## src/rtl/closest_hit_scheduler_if.sv

```systemverilog
// Bundle between the closest-hit scheduler, triangle memory, the intersection unit and the host.
// The scheduler takes the master side; its environment takes the slave side.
interface closest_hit_scheduler_if #(
    parameter int IDX_W = 16
);
    logic                     i_start;
    logic [0:1][0:2][31:0]    i_ray;
    logic [IDX_W-1:0]         i_num_tri;
    logic                     o_tri_req;
    logic [IDX_W-1:0]         o_tri_addr;
    logic                     i_tri_valid;
    logic [0:2][0:2][31:0]    i_tri_data;
    logic [0:2][0:2][31:0]    o_isect_tri;
    logic [0:1][0:2][31:0]    o_isect_ray;
    logic                     i_isect_result;
    logic                     i_isect_invalid;
    logic [31:0]              i_isect_t;
    logic [0:2][31:0]         i_isect_normal;
    logic                     o_busy;
    logic                     o_done;
    logic                     o_hit;
    logic [IDX_W-1:0]         o_hit_idx;
    logic [31:0]              o_hit_t;
    logic [0:2][31:0]         o_hit_normal;
    logic                     o_any_invalid;

    modport master (
        input  i_start, i_ray, i_num_tri, i_tri_valid, i_tri_data,
               i_isect_result, i_isect_invalid, i_isect_t, i_isect_normal,
        output o_tri_req, o_tri_addr, o_isect_tri, o_isect_ray,
               o_busy, o_done, o_hit, o_hit_idx, o_hit_t, o_hit_normal, o_any_invalid
    );

    modport slave (
        output i_start, i_ray, i_num_tri, i_tri_valid, i_tri_data,
               i_isect_result, i_isect_invalid, i_isect_t, i_isect_normal,
        input  o_tri_req, o_tri_addr, o_isect_tri, o_isect_ray,
               o_busy, o_done, o_hit, o_hit_idx, o_hit_t, o_hit_normal, o_any_invalid
    );
endinterface

```

## src/rtl/closest_hit_scheduler.sv

```systemverilog
// Walks triangles 0..N-1 for one ray, feeds the intersection unit, and keeps the closest valid hit.
// Ties on t keep the earlier triangle because the update uses a strict less-than.
module closest_hit_scheduler #(
    parameter int IDX_W = 16
) (
    input  logic                    i_clk,
    input  logic                    i_rstn,
    closest_hit_scheduler_if.master bus
);
    typedef enum logic [1:0] {IDLE, FETCH, EVAL, DONE} state_t;

    localparam logic [31:0] T_MAX = 32'h7FFF_FFFF;

    state_t                state_reg, state_next;
    logic [IDX_W-1:0]      idx_reg, idx_next;
    logic [IDX_W-1:0]      num_tri_reg, num_tri_next;
    logic [0:1][0:2][31:0] ray_reg, ray_next;
    logic [0:2][0:2][31:0] tri_reg, tri_next;
    logic [31:0]           best_t_reg, best_t_next;
    logic                  hit_reg, hit_next;
    logic [IDX_W-1:0]      hit_idx_reg, hit_idx_next;
    logic [0:2][31:0]      hit_normal_reg, hit_normal_next;
    logic                  any_invalid_reg, any_invalid_next;

    always_ff @(posedge i_clk or negedge i_rstn) begin
        if (!i_rstn) begin
            state_reg       <= IDLE;
            idx_reg         <= '0;
            num_tri_reg     <= '0;
            ray_reg         <= '0;
            tri_reg         <= '0;
            best_t_reg      <= T_MAX;
            hit_reg         <= 1'b0;
            hit_idx_reg     <= '0;
            hit_normal_reg  <= '0;
            any_invalid_reg <= 1'b0;
        end else begin
            state_reg       <= state_next;
            idx_reg         <= idx_next;
            num_tri_reg     <= num_tri_next;
            ray_reg         <= ray_next;
            tri_reg         <= tri_next;
            best_t_reg      <= best_t_next;
            hit_reg         <= hit_next;
            hit_idx_reg     <= hit_idx_next;
            hit_normal_reg  <= hit_normal_next;
            any_invalid_reg <= any_invalid_next;
        end
    end

    always_comb begin
        state_next       = state_reg;
        idx_next         = idx_reg;
        num_tri_next     = num_tri_reg;
        ray_next         = ray_reg;
        tri_next         = tri_reg;
        best_t_next      = best_t_reg;
        hit_next         = hit_reg;
        hit_idx_next     = hit_idx_reg;
        hit_normal_next  = hit_normal_reg;
        any_invalid_next = any_invalid_reg;
        case (state_reg)
            IDLE: begin
                if (bus.i_start) begin
                    ray_next         = bus.i_ray;
                    num_tri_next     = bus.i_num_tri;
                    idx_next         = '0;
                    best_t_next      = T_MAX;
                    hit_next         = 1'b0;
                    hit_idx_next     = '0;
                    hit_normal_next  = '0;
                    any_invalid_next = 1'b0;
                    state_next       = (bus.i_num_tri == '0) ? DONE : FETCH;
                end
            end
            FETCH: begin
                if (bus.i_tri_valid) begin
                    tri_next   = bus.i_tri_data;
                    state_next = EVAL;
                end
            end
            EVAL: begin
                // Invalid results never compete for closest hit, even when result/t look plausible.
                if (bus.i_isect_invalid) begin
                    any_invalid_next = 1'b1;
                end else if (bus.i_isect_result &&
                             ($signed(bus.i_isect_t) < $signed(best_t_reg))) begin
                    best_t_next     = bus.i_isect_t;
                    hit_next        = 1'b1;
                    hit_idx_next    = idx_reg;
                    hit_normal_next = bus.i_isect_normal;
                end
                if (idx_reg == num_tri_reg - IDX_W'(1)) begin
                    state_next = DONE;
                end else begin
                    idx_next   = idx_reg + IDX_W'(1);
                    state_next = FETCH;
                end
            end
            DONE:    state_next = IDLE;
            default: state_next = IDLE;
        endcase
    end

    assign bus.o_tri_req     = (state_reg == FETCH);
    assign bus.o_tri_addr    = idx_reg;
    assign bus.o_isect_tri   = tri_reg;
    assign bus.o_isect_ray   = ray_reg;
    assign bus.o_busy        = (state_reg != IDLE);
    assign bus.o_done        = (state_reg == DONE);
    assign bus.o_hit         = hit_reg;
    assign bus.o_hit_idx     = hit_idx_reg;
    assign bus.o_hit_t       = best_t_reg;
    assign bus.o_hit_normal  = hit_normal_reg;
    assign bus.o_any_invalid = any_invalid_reg;
endmodule

```

## src/flat_wrapper.sv

```systemverilog
// flat-port wrapper written by rule: the top's interface ports become plain ports
module closest_hit_scheduler_flat 
#(
    parameter int IDX_W = 16
)
  (i_clk, i_rstn, bus_i_start, bus_i_ray, bus_i_num_tri, bus_i_tri_valid, bus_i_tri_data, bus_i_isect_result, bus_i_isect_invalid, bus_i_isect_t, bus_i_isect_normal, bus_o_tri_req, bus_o_tri_addr, bus_o_isect_tri, bus_o_isect_ray, bus_o_busy, bus_o_done, bus_o_hit, bus_o_hit_idx, bus_o_hit_t, bus_o_hit_normal, bus_o_any_invalid);
  closest_hit_scheduler_if #(.IDX_W(IDX_W)) bus_i ();
  input  logic i_clk;
  input  logic i_rstn;
  input wire logic [$bits(bus_i.i_start)-1:0] bus_i_start;
  input wire logic [$bits(bus_i.i_ray)-1:0] bus_i_ray;
  input wire logic [$bits(bus_i.i_num_tri)-1:0] bus_i_num_tri;
  input wire logic [$bits(bus_i.i_tri_valid)-1:0] bus_i_tri_valid;
  input wire logic [$bits(bus_i.i_tri_data)-1:0] bus_i_tri_data;
  input wire logic [$bits(bus_i.i_isect_result)-1:0] bus_i_isect_result;
  input wire logic [$bits(bus_i.i_isect_invalid)-1:0] bus_i_isect_invalid;
  input wire logic [$bits(bus_i.i_isect_t)-1:0] bus_i_isect_t;
  input wire logic [$bits(bus_i.i_isect_normal)-1:0] bus_i_isect_normal;
  output wire logic [$bits(bus_i.o_tri_req)-1:0] bus_o_tri_req;
  output wire logic [$bits(bus_i.o_tri_addr)-1:0] bus_o_tri_addr;
  output wire logic [$bits(bus_i.o_isect_tri)-1:0] bus_o_isect_tri;
  output wire logic [$bits(bus_i.o_isect_ray)-1:0] bus_o_isect_ray;
  output wire logic [$bits(bus_i.o_busy)-1:0] bus_o_busy;
  output wire logic [$bits(bus_i.o_done)-1:0] bus_o_done;
  output wire logic [$bits(bus_i.o_hit)-1:0] bus_o_hit;
  output wire logic [$bits(bus_i.o_hit_idx)-1:0] bus_o_hit_idx;
  output wire logic [$bits(bus_i.o_hit_t)-1:0] bus_o_hit_t;
  output wire logic [$bits(bus_i.o_hit_normal)-1:0] bus_o_hit_normal;
  output wire logic [$bits(bus_i.o_any_invalid)-1:0] bus_o_any_invalid;
  assign bus_i.i_start = bus_i_start;
  assign bus_i.i_ray = bus_i_ray;
  assign bus_i.i_num_tri = bus_i_num_tri;
  assign bus_i.i_tri_valid = bus_i_tri_valid;
  assign bus_i.i_tri_data = bus_i_tri_data;
  assign bus_i.i_isect_result = bus_i_isect_result;
  assign bus_i.i_isect_invalid = bus_i_isect_invalid;
  assign bus_i.i_isect_t = bus_i_isect_t;
  assign bus_i.i_isect_normal = bus_i_isect_normal;
  assign bus_o_tri_req = bus_i.o_tri_req;
  assign bus_o_tri_addr = bus_i.o_tri_addr;
  assign bus_o_isect_tri = bus_i.o_isect_tri;
  assign bus_o_isect_ray = bus_i.o_isect_ray;
  assign bus_o_busy = bus_i.o_busy;
  assign bus_o_done = bus_i.o_done;
  assign bus_o_hit = bus_i.o_hit;
  assign bus_o_hit_idx = bus_i.o_hit_idx;
  assign bus_o_hit_t = bus_i.o_hit_t;
  assign bus_o_hit_normal = bus_i.o_hit_normal;
  assign bus_o_any_invalid = bus_i.o_any_invalid;
  closest_hit_scheduler #(.IDX_W(IDX_W)) u_core (.i_clk(i_clk), .i_rstn(i_rstn), .bus(bus_i));
endmodule
```

## config.mk

```make
export PLATFORM = sky130hd
export DESIGN_NAME = closest_hit_scheduler_flat
export DESIGN_NICKNAME = d
export VERILOG_FILES = /design/src/rtl/closest_hit_scheduler_if.sv /design/src/rtl/closest_hit_scheduler.sv /design/src/flat_wrapper.sv
export SDC_FILE = /design/constraint.sdc
export NUM_CORES = 1
export LEC_CHECK = 0
export ABC_CLOCK_PERIOD_IN_PS = 9150
export CAP_MARGIN = 5
export CORE_AREA = 5 5 489 491
export CTS_BUF_LIST = sky130_fd_sc_hd__clkbuf_4
export DETAILED_ROUTE_END_ITERATION = 16
export DIE_AREA = 0 0 494 496
export GPL_TIMING_DRIVEN = 1
export HOLD_SLACK_MARGIN = 0.02
export SYNTH_ARGS = -nofsm -noshare
export SYNTH_HDL_FRONTEND = slang
export SYNTH_SLANG_ARGS = --single-unit
```

## constraint.sdc

```tcl
create_clock -name i_clk -period 9.15 [get_ports i_clk]
set_clock_uncertainty 0.2 [all_clocks]
set_input_delay 1.83 -clock i_clk [delete_from_list [all_inputs] [get_ports i_clk]]
set_output_delay 1.83 -clock i_clk [all_outputs]
set_load 0.05 [all_outputs]
```

; Yosys cells after proc, flatten, opt, wreduce, memory -nomap -nowiden
; Cells that the tools add are included.
[op_classes]
n_mux = 25
magnitude_cmp = 1
eq_ne = 10
n_reduce_logical = 11
add_sub_neg = 2
[ops]
columns = cell, n
row1 = two-way mux 96 bit, 3
row2 = case mux 96 bit (2 select lines), 1
row3 = two-way mux 32 bit, 3
row4 = two-way mux 16 bit, 4
row5 = case mux 16 bit (2 select lines), 2
row6 = case mux 32 bit (2 select lines), 1
row7 = less-than comparator 32 bit, 1
row8 = adder 16 x 1 -> 16 bit (second input constant), 1
row9 = equality test 16 bit, 1
row10 = logical NOT 16 bit, 1
row11 = subtractor 16 x 1 -> 16 bit (second input constant), 1
row12 = inequality test 2 bit (second input constant), 5
row13 = two-way mux 2 bit, 4
row14 = case mux 2 bit (4 select lines), 1
row15 = AND reduction 2 bit, 3
row16 = AND reduction 3 bit, 2
row17 = equality test 2 bit (second input constant), 2
row18 = two-way mux 1 bit, 4
row19 = case mux 1 bit (2 select lines), 2
row20 = AND reduction 4 bit, 1
row21 = nonzero test 2 bit, 2
row22 = equality test 2 x 1 -> 1 bit (second input constant), 1
row23 = logical NOT 2 bit, 1
row24 = inequality test 2 x 1 -> 1 bit (second input constant), 1
row25 = logical AND 1 bit, 1
[word_totals]
word_cells = 74
ff_bits = 660

; Logic depth before layout (Yosys ltp)
; Gate-level depths: netlist of the first run.
[logic_depth]
depth_word = 5
ltp_mapped = 12
ltp_nobuf = 9

; Least setup slack after synthesis of the first run
; OpenSTA, ideal clock, no wires.
[synth_path]
path_type = input port to flip-flop
start = in bus_i_isect_t[14]
end = reg u_core.hit_idx_reg[0], in the netlist u_core.bus.o_hit_idx[0]
setup_ns = 0.081
arrival_time_ns = 4.243
path_buffers = 3
slack_ns = 4.626
path_stages = 10
t_required_ns = 8.869
cell_sequence = ha_1 -> nand4_1 -> or3_1 -> o32ai_1 -> o31ai_1 -> a21oi_1 -> clkbuf_1 -> buf_1 -> buf_1 -> mux2i_1
[synth_via]
elab_chain_len = 4
[synth_rtl]
columns = item, line_no
row1 = from (decl), flat_wrapper.sv:17  ; input wire logic [$bits(bus_i.i_isect_t)-1:0] bus_i_isect_t;
row2 = less-than comparator 32 bit, closest_hit_scheduler.sv:87  ; ($signed(bus.i_isect_t) < $signed(best_t_reg))) begin
row3 = logical AND 1 bit, closest_hit_scheduler.sv:86  ; end else if (bus.i_isect_result &&
row4 = inequality test 2 x 1 -> 1 bit (no line), n/a
row5 = AND reduction 4 bit (no line), n/a
row6 = to (signal assigned), closest_hit_scheduler.sv:45  ; hit_idx_reg <= hit_idx_next;
row7 = to (decl), closest_hit_scheduler.sv:21  ; logic [IDX_W-1:0] hit_idx_reg, hit_idx_next;
; No other way between the ends.
; A chain may end at the register's enable or synchronous reset.

; Final worst setup path of the first run
[layout_path]
start = reg u_core.state_reg[0]
end = out bus_o_tri_req
[layout_via]
elab_chain_len = 1
[layout_rtl]
columns = item, line_no
row1 = from (decl), closest_hit_scheduler.sv:14  ; state_t state_reg, state_next;
row2 = from (signal assigned), closest_hit_scheduler.sv:38  ; state_reg <= state_next;
row3 = equality test 2 x 1 -> 1 bit, closest_hit_scheduler.sv:105  ; assign bus.o_tri_req = (state_reg == FETCH);
row4 = to (decl), flat_wrapper.sv:19  ; output wire logic [$bits(bus_i.o_tri_req)-1:0] bus_o_tri_req;
; No other way between the ends.

==> flow_summary.yaml, run 1 <==
finish:
  drive_above_1_share: 0.176
  fillers: 25800
  areaGrowthSynthToFinish_pct: 71.2
  largest_reg_flops: 288
  fin_nets: 4424
floorplanning:
  dieArea_mm2: 0.245
  fp.dieW_um: 494
  ios: 1275
  initial_utilization: 0.115
  num_rows: 178
  fp.dieH_um: 496
  core_mm2: 0.234
min_path:
  whs_endpoint: "u_core.bus.o_isect_ray[80]"
  hp-start: "u_core.bus.o_isect_ray[80]"
  hp-class: "reg -> reg"
  min_path_cells: 2
place:
  gp_congestion: 0.886
  port_buffers: 1274
  dp_hpwl_mm: 172
worst_setup_path:
  worstRegToRegCells: 9
  critPathKind: "reg -> out"
  r2r-start: "u_core.bus.o_hit_t[13]"
  required_ns: 7.12
  critPathMaxFanout: 10
  r2r_end: "u_core.bus.o_hit_normal[86]"
  slowest_delay_ns: 1.13
  reg2reg_setup_slack_ns: 5.68
  path_cells: "clkinv_1 -> nor2_1 -> clkdlybuf4s50_1"
  crit_buf_inv: 2
  cp.arrival_ns: 3.40
  critPathTopFamily: "buffers and inverters"
  start_kind: "flip-flop"
  cpMaxStageDelayCell: "clkdlybuf4s50_1"
  end_kind: "output port"
route:
  dr_total_vias: 24300
  drt-total-wl_mm: 202
  drt_pass1_iterations: 5
  ant_nets: 0
  drtIter0Drc: 1203
  drc_errors: 0
  wl_per_cell_um: 28.5
  viasPerCell: 3.42
synth:
  async_flop_share: 1.00
  synthCells: 2379
  synth_top_cell_by_area: "dfrtp_1"
  synth_enable_flop_cells: 0
  syn-cell-area_mm2: 0.0270
  synth-seq-area-share: 0.614
  synth.top_cell.area_share: 0.584
  synth_flop_cell: "dfrtp_1"
  yosys-top-cells-area: "dfrtp_1 58%, mux2_2 13%, nand2_1 11%"
  yosysWarnings: 0
  syn_avg_cell_area_um2: 11.3
  ys_ff_latch: 660
  syn-num-nets: 3042
  synthDistinctLibCells: 51
clock_network:
  clockRootBuffer: "clkbuf_4"
  cts-htree-levels: 4
  postCtsHoldBufs: 0
  clkSinkCount: 660
  worst_skew_pair.late_latency_ns: 1.19
  cts_buffers: 203
  path_clk_slew_ns: 0.06
  cts_buffer_depth: 3
  cts_tree: "built"
  post-cts-setup-buffers: 0
  cts_resized: 0
power_and_ir_drop:
  power.leakage_uw: 0.0205
  ir_drop_mv: 0.351
  p_sw_frac: 0.531
  combinationalPowerShare: 0.577
  switchingPower_uw: 9960
  power.internal_uw: 8800
  p_clk_frac: 0.159
  power_density_mw_per_mm2: 407
  pwr-share-seq: 0.264
sta:
  hold_violations: 0
  fin_crit_sh: 0.594
  setup_viol: 0
  whs_ns: 0.275
  drv_slew: 0
  tns_ns: 0
  tightest_slew_ns: 1.12
  slew_headroom: 0.254
  rsz0062_at_grt: "false"
  timing.fmax_mhz: 184
  finalCriticalPeriod_ns: 5.43
global_route:
  grt_use_total: 0.158
  grt_pass1_wl_mm: 254
  grt_pass1_vias: 25300
  overflow: 0
  antenna_found_initial: 154
  grt_max_degree: 170
run_status:
  status: "finished, final reports clean"
job:
  cap_violations: 0
## worst max-delay path by stage
stage	cells after the start	endpoint	slack [ns]	startpoint
final	3	bus_o_tri_req	3.72	u_core.state_reg[0]
after detailed placement	9	u_core.bus.o_hit_t[31]	4.09	bus_i_isect_t[12]
after CTS	3	bus_o_tri_req	3.49	u_core.state_reg[0]
after global placement	9	u_core.bus.o_hit_t[31]	4.05	bus_i_isect_t[13]
after global routing	3	bus_o_tri_req	3.43	u_core.state_reg[0]
after floorplan	10	u_core.bus.o_hit_idx[0]	4.63	bus_i_isect_t[14]
## synthesized netlist by cell type (all sizes together) (2+ instances only)
master / number
a2111oi: 2
inv: 151
buf: 25
o211ai: 2
a21oi: 21
or2: 3
dfrtp: 629
o21a: 2
or3: 9
ha: 33
o41ai: 3
xor2: 6
dfstp: 31
a31oi: 2
nand2b: 6
nand3: 9
and3: 2
nor4b: 3
nor4: 16
a21o: 4
clkbuf: 94
mux2i: 117
o22a: 2
a211oi: 3
or4: 8
o21ai: 21
nand4: 11
o31ai: 8
nor2b: 5
nor3: 7
nand2: 783
xnor2: 11
mux2: 319
nor2: 20
## stage by stage
| step | total power [µW] | area (µm²) | setup slack (ns) | std cells | util |
|---|---|---|---|---|---|
| 6_report | 18800 | 46100 | 3.72 | 7099 | 0.197 |
| 3_3_place_gp | 16000 | 43500 | 4.05 | 6706 | 0.186 |
| 4_1_cts | 19200 | 46000 | 3.49 | 7046 | 0.196 |
| 5_1_grt | 19800 | 46100 | 3.43 | 7073 | 0.197 |
| 2_1_floorplan | 10800 | 27000 | 4.63 | 2379 | - |
| 3_5_place_dp | 16100 | 43500 | 4.09 | 6706 | 0.186 |
## cell type report
cell class / instances / area (µm²) / share of cell area
Timing Repair Buffer: 1296 / 13000 / 0.282
Antenna cell: 53 / 133 / 0.00287
Multi-Input combinational cell: 1448 / 9410 / 0.204
Inverter: 152 / 571 / 0.0124
Clock buffer: 280 / 2100 / 0.0456
Tap cell: 3150 / 3940 / 0.0854
Clock inverter: 60 / 414 / 0.00898
Sequential cell: 660 / 16600 / 0.359
## power by group through the flow
stage               clock network [µW]  registers [µW]  logic (µW)
floorplan                            0            8840        1930
global placement                     0            4930       11100
detailed placement                   0            4980       11100
CTS                               3150            4950       11100
global route                      3280            5080       11500
finish                            2980            4950       10800
## routing by layer
layer  track usage  vias up  wire, µm
li1              -    10700         -
met1         0.153    11700     66900
met2         0.243     1322     88700
met3         0.138      458     37800
met4        0.0596       64      8130
met5             0        -       420
## worst register-to-register path: stages, from the launching register on
cell and delay [ns]:
dfstp_2 0.61, inv_1 0.08, ha_1 0.30, nand4_1 0.13, or3_1 0.40, o32ai_1 0.24, o31ai_1 0.16, a21oi_4 0.19
buf_12 0.54, mux2i_1 0.48
## placed cells by master, fill, tap and decap left out, types with 20 or more instances in the layout
master and n:
a21oi_1 20, diode_2 53, clkdlybuf4s50_1 1273, dfstp_2 31, mux2i_1 117, dfrtp_1 629, nand2_1 782, clkinv_1 37
mux2_2 319, inv_1 151, ha_1 33, clkbuf_4 280
## cell families after synthesis
logic type      share of synthesized area
simple gates                        0.131
flops                               0.614
mux                                 0.177
buf+inv                            0.0387
compound gates                     0.0181
fa+ha+maj                          0.0153
xor+xnor                          0.00552
Note: power is estimated with default switching activity, not from simulation.
==> run 2, diff against run 1 <==
- ABC_CLOCK_PERIOD_IN_PS: 9150 -> 4400
- CORE_AREA: 5 5 489 491 -> 5 5 488 490
- DIE_AREA: 0 0 494 496 -> 0 0 493 495
- clock period: 9.15 -> 4.4 ns (I/O delays scaled with it)
==> run 2 against run 1 <==
Effect of this change: die area down 0.40%; sequential power up 110%; register-to-register slack worse by 4.5 ns; combinational power up 110%; via count up 10%; first-iteration DRC count down 12%; global-route usage up 0.16 points; count of clock-buffer cells in the layout up 16; critical path depth unchanged; non-clock buffer count up 647; worst setup slack worse by 3.4 ns.
==> flow_summary.yaml, run 2 (synthesis results as in run 1) <==
run_status:
  status: "finished, final reports clean"
min_path:
  whs_endpoint: "u_core.bus.o_isect_ray[21]"
  min_path_cells: 3
  hp-start: "bus_i_ray[21]"
  hp-class: "in -> reg"
route:
  ant_nets: 0
  drc_errors: 0
  wl_per_cell_um: 26.2
  viasPerCell: 3.47
  dr_total_vias: 26700
  drtIter0Drc: 1063
  drt-total-wl_mm: 202
  drt_pass1_iterations: 5
sta:
  setup_viol: 0
  drv_slew: 0
  rsz0062_at_grt: "false"
  fin_crit_sh: 0.930
  slew_headroom: 0.263
  hold_violations: 0
  tns_ns: 0
  timing.fmax_mhz: 244
  finalCriticalPeriod_ns: 4.09
  tightest_slew_ns: 1.10
clock_network:
  cts-htree-levels: 4
  worst_skew_pair.late_latency_ns: 1.20
  path_clk_slew_ns: 0.06
  cts_buffer_depth: 3
  clockRootBuffer: "clkbuf_4"
  cts_buffers: 206
  cts_tree: "built"
  clkSinkCount: 660
global_route:
  grt_pass1_wl_mm: 262
  grtUsageMet2: 0.259
  busiest_layer: "met2"
  grt_use_total: 0.160
  grt_pass1_vias: 28900
  antenna_found_initial: 151
  grt_max_degree: 144
  grtUsageMet3: 0.106
  overflow: 0
  grtUsageMet1: 0.166
finish:
  drive_above_1_share: 0.158
  final_cell_mix: "1,272 x clkdlybuf4s50_1, 782 x nand2_1, 629 x dfrtp_1"
  stdcell_area_mm2: 0.0528
  mostFrequentLayoutCell: "clkdlybuf4s50_1"
  fin_nets: 5074
  areaGrowthSynthToFinish_pct: 95.9
  largest_reg_flops: 288
power_and_ir_drop:
  p_total_uw: 39700
  ir_drop_mv: 0.445
  power.leakage_uw: 0.0234
  power_density_mw_per_mm2: 752
place:
  gp_congestion: 0.895
  dp_hpwl_mm: 169
  port_buffers: 1274
  postPlaceCellArea_mm2: 0.0437
floorplanning:
  initial_utilization: 0.115
  num_rows: 178
  fp.dieH_um: 495
  core_mm2: 0.234
  ios: 1275
  fp.dieW_um: 493
  dieArea_mm2: 0.244
worst_setup_path:
  worstRegToRegCells: 8
  cp-startpoint: "u_core.state_reg[1]"
  end_kind: "output port"
  r2r-start: "u_core.num_tri_reg[2]"
  cpMaxStageDelayCell: "clkdlybuf4s50_1"
  required_ns: 3.32
  path_cells: "inv_1 -> nor2_1 -> clkdlybuf4s50_1"
  critPathKind: "reg -> out"
  start_kind: "flip-flop"
  critPathMaxFanout: 10
  cp.arrival_ns: 3.01
  reg2reg_setup_slack_ns: 1.19
  slowest_delay_ns: 0.87
  r2r_end: "u_core.bus.o_tri_addr[12]"
job:
  cap_violations: 0
[run 2: cell types whose count changed in the layout (fill, tap and decap cells not counted), moves of 4 or more]
cell           delta
dlygate4sd3_1   +624
clkinv_1         +22
clkbuf_4         +16
diode_2          +16
buf_12           +12
buf_4            +10
inv_6             +4
[run 2: critical path, delay by kind of cell (launching register included)]
kind / cells / cell delay [ns]
buffers and inverters: 2 / 1.10
flip-flops: 1 / 0.55
AND/OR/NAND/NOR: 1 / 0.14
[run 2: layout make-up]
type | count | area [µm²]
diodes | 69 | 173
clock buffers | 296 | 2220
clock inverters | 83 | 455
fillers | 25000 | 181000
inverters | 152 | 571
multi-input cells | 1448 | 9410
flip-flops and latches | 660 | 16600
well taps | 3060 | 3830
repair buffers | 1943 | 19600
[run 2: how the worst max path moves through the flow]
| stage | to | slack [ns] | depth (start not counted) |
|---|---|---|---|
| 6_report | bus_o_done | 0.31 | 3 |
| 2_1_floorplan | u_core.bus.o_hit_idx[0] | 0.83 | 10 |
| 3_5_place_dp | u_core.bus.o_hit_normal[84] | 0.50 | 11 |
| 5_1_grt | bus_o_done | 0.01 | 3 |
| 4_1_cts | bus_o_done | 0.03 | 3 |
| 3_3_place_gp | u_core.bus.o_hit_normal[82] | 0.55 | 11 |
[run 2: where the power goes]
group / total, µW / internal (µW) / switching (µW)
logic: 23100 / 7120 / 16000
registers: 10200 / 8610 / 1570
clock network: 6410 / 3200 / 3210
[run 2: per-stage QoR]
step           worst slack [ns]  hold WS, ns   util  std cells
3_5_place_dp              0.505        0.262  0.187       6638
4_1_cts                  0.0283       0.0355  0.225       7642
6_report                  0.307        0.241  0.226       7711
2_1_floorplan             0.826        0.265      -       2379
5_1_grt                  0.0110       0.0652  0.226       7689
3_3_place_gp              0.552        0.259  0.187       6638
[run 2: what timing repair did]
| item | in CTS | in global routing |
|---|---|---|
| resized for setup | 1 | 0 |
| hold buffers | 625 | 0 |
| buffers inserted | 0 | 0 |
| setup endpoints to repair | 1 | 0 |
| hold endpoints to repair | 1148 | 0 |
[run 2: metal layers]
layer,routed length (µm),part of all wire
met3,28900,0.14
met2,92900,0.46
met4,7630,0.038
met5,279,0.0014
met1,72700,0.36
==> run 3, diff against run 2 <==
- CAP_MARGIN: 5 -> default
- HOLD_SLACK_MARGIN: 0.02 -> default
- PLACE_DENSITY: default -> 0.38
==> run 3 against run 2 <==
Effect of this change: non-clock buffer count is 10 higher; total power shrank 0.32%; worst hold slack better by 0.0038 ns; sequential power barely moved; die area unchanged; via count decreased by 2.1%; core utilization barely moved; fmax grew 4.1%.
==> flow_summary.yaml, run 3 (synthesis results as in run 1) <==
sta:
  slew_headroom: 0.279
  finalCriticalPeriod_ns: 3.93
  hold_violations: 0
  rsz0062_at_grt: "false"
  worst_slack_ns: 0.469
  tightest_slew_ns: 1.08
  setup_viol: 0
  fin_crit_sh: 0.893
  tns_ns: 0
  timing.fmax_mhz: 254
  drv_slew: 0
floorplanning:
  core_mm2: 0.234
  ios: 1275
  fp.dieH_um: 495
  dieArea_mm2: 0.244
  initial_utilization: 0.115
  fp.dieW_um: 493
  num_rows: 178
clock_network:
  worst_skew_pair.late_latency_ns: 1.18
  cts_tree: "built"
  cts_buffers: 212
  clockRootBuffer: "clkbuf_4"
  path_clk_slew_ns: 0.07
  cts_buffer_depth: 3
  clkSinkCount: 660
  cts-htree-levels: 4
worst_setup_path:
  start_kind: "flip-flop"
  critPathKind: "reg -> out"
  r2r-start: "u_core.bus.o_hit_t[15]"
  cp-startpoint: "u_core.state_reg[0]"
  end_kind: "output port"
  required_ns: 3.32
  critPathMaxFanout: 10
  cp.arrival_ns: 2.85
global_route:
  antenna_found_initial: 108
  grt_max_degree: 139
  grt_pass1_wl_mm: 253
  overflow: 0
  grt_use_total: 0.152
  grt_pass1_vias: 28300
power_and_ir_drop:
  p_total_uw: 39600
  ir_drop_mv: 0.390
  power_density_mw_per_mm2: 749
  power.leakage_uw: 0.0235
place:
  dp.cells: 6654
  dp_hpwl_mm: 159
  preCtsSetupSlack_ns: 0.256
  port_buffers: 1274
  gp_congestion: 0.847
route:
  wl_met3_mm: 23.9
  viasPerCell: 3.41
  wl_per_cell_um: 25.0
  drc_errors: 0
  dr_total_vias: 26200
  wl_met1_mm: 72.5
  drtIter0Drc: 1078
  top_layer: "met5"
  route.met2.wl_mm: 90.3
  drt-total-wl_mm: 192
  ant_nets: 0
  drt_pass1_iterations: 5
job:
  cap_violations: 0
min_path:
  hp-class: "in -> reg"
  hp-start: "bus_i_isect_normal[66]"
finish:
  largest_reg_flops: 288
  drive_above_1_share: 0.163
  fin_nets: 5090
  regArea_mm2: 0.0166
  multi_input_area_mm2: 0.00941
  areaGrowthSynthToFinish_pct: 96.3
  fillers: 25300
  stdcell_count: 7682
  mostFrequentLayoutCell: "clkdlybuf4s50_1"
  final_cell_mix: "1,270 x clkdlybuf4s50_1, 782 x nand2_1, 629 x dfrtp_1"
run_status:
  status: "finished, final reports clean"
## run 3: cell type report
class,instances,share of cell area
Antenna cell,41,0.00194
Clock inverter,61,0.00740
Clock buffer,307,0.0436
Multi-Input combinational cell,1448,0.178
Timing Repair Buffer,1953,0.373
Sequential cell,660,0.313
Tap cell,3060,0.0724
Inverter,152,0.0108
## run 3: power by group
part / internal, µW / total, µW / leakage [µW] / switching [µW]
combinational: 7170 / 22900 / 0.0138 / 15700
clock: 3300 / 6550 / 0.00160 / 3260
sequential: 8610 / 10200 / 0.00813 / 1580
total: 19100 / 39600 / 0.0235 / 20500
## run 3: final timing paths
path                       slack (ns)                          end  cells after the start
max                              0.47                bus_o_tri_req                      4
min                              0.25  u_core.bus.o_hit_normal[66]                      3
max reg2reg                      0.90  u_core.bus.o_hit_normal[33]                     10
min reg2reg                      0.27   u_core.bus.o_isect_ray[20]                      2
max in group asynchronous        2.31  u_core.bus.o_isect_tri[258]                      4
min in group asynchronous        0.74  u_core.bus.o_hit_normal[23]                      3
## run 3: worst max-delay path, cell delays in order (launching register included)
cell and delay [ns]:
dfrtp_1 0.46, clkinv_1 0.09, buf_4 0.18, nor2_1 0.25, dlygate4sd2_1 0.75
## run 3: per-layer routing
layer,track usage,vias up
met3,0.0868,369
met5,0,-
met2,0.251,1209
li1,-,12000
met1,0.165,12600
met4,0.0424,22
## run 3: stage by stage
step	util	hold slack, ns	area (µm²)
final	0.226	0.245	52900
after global routing	0.226	0.0221	52900
after CTS	0.226	0.00571	52800
after detailed placement	0.188	0.261	43900
after global placement	0.188	0.257	43900
after floorplan	-	0.265	27000
## run 3: what timing repair did
action / 4_1_cts / 5_1_grt
endpoints found under the hold margin: 853 / 0
hold buffers: 619 / 0
endpoints found under the setup margin: 3 / 0
buffers inserted: 0 / 0
resized for setup: 3 / 0
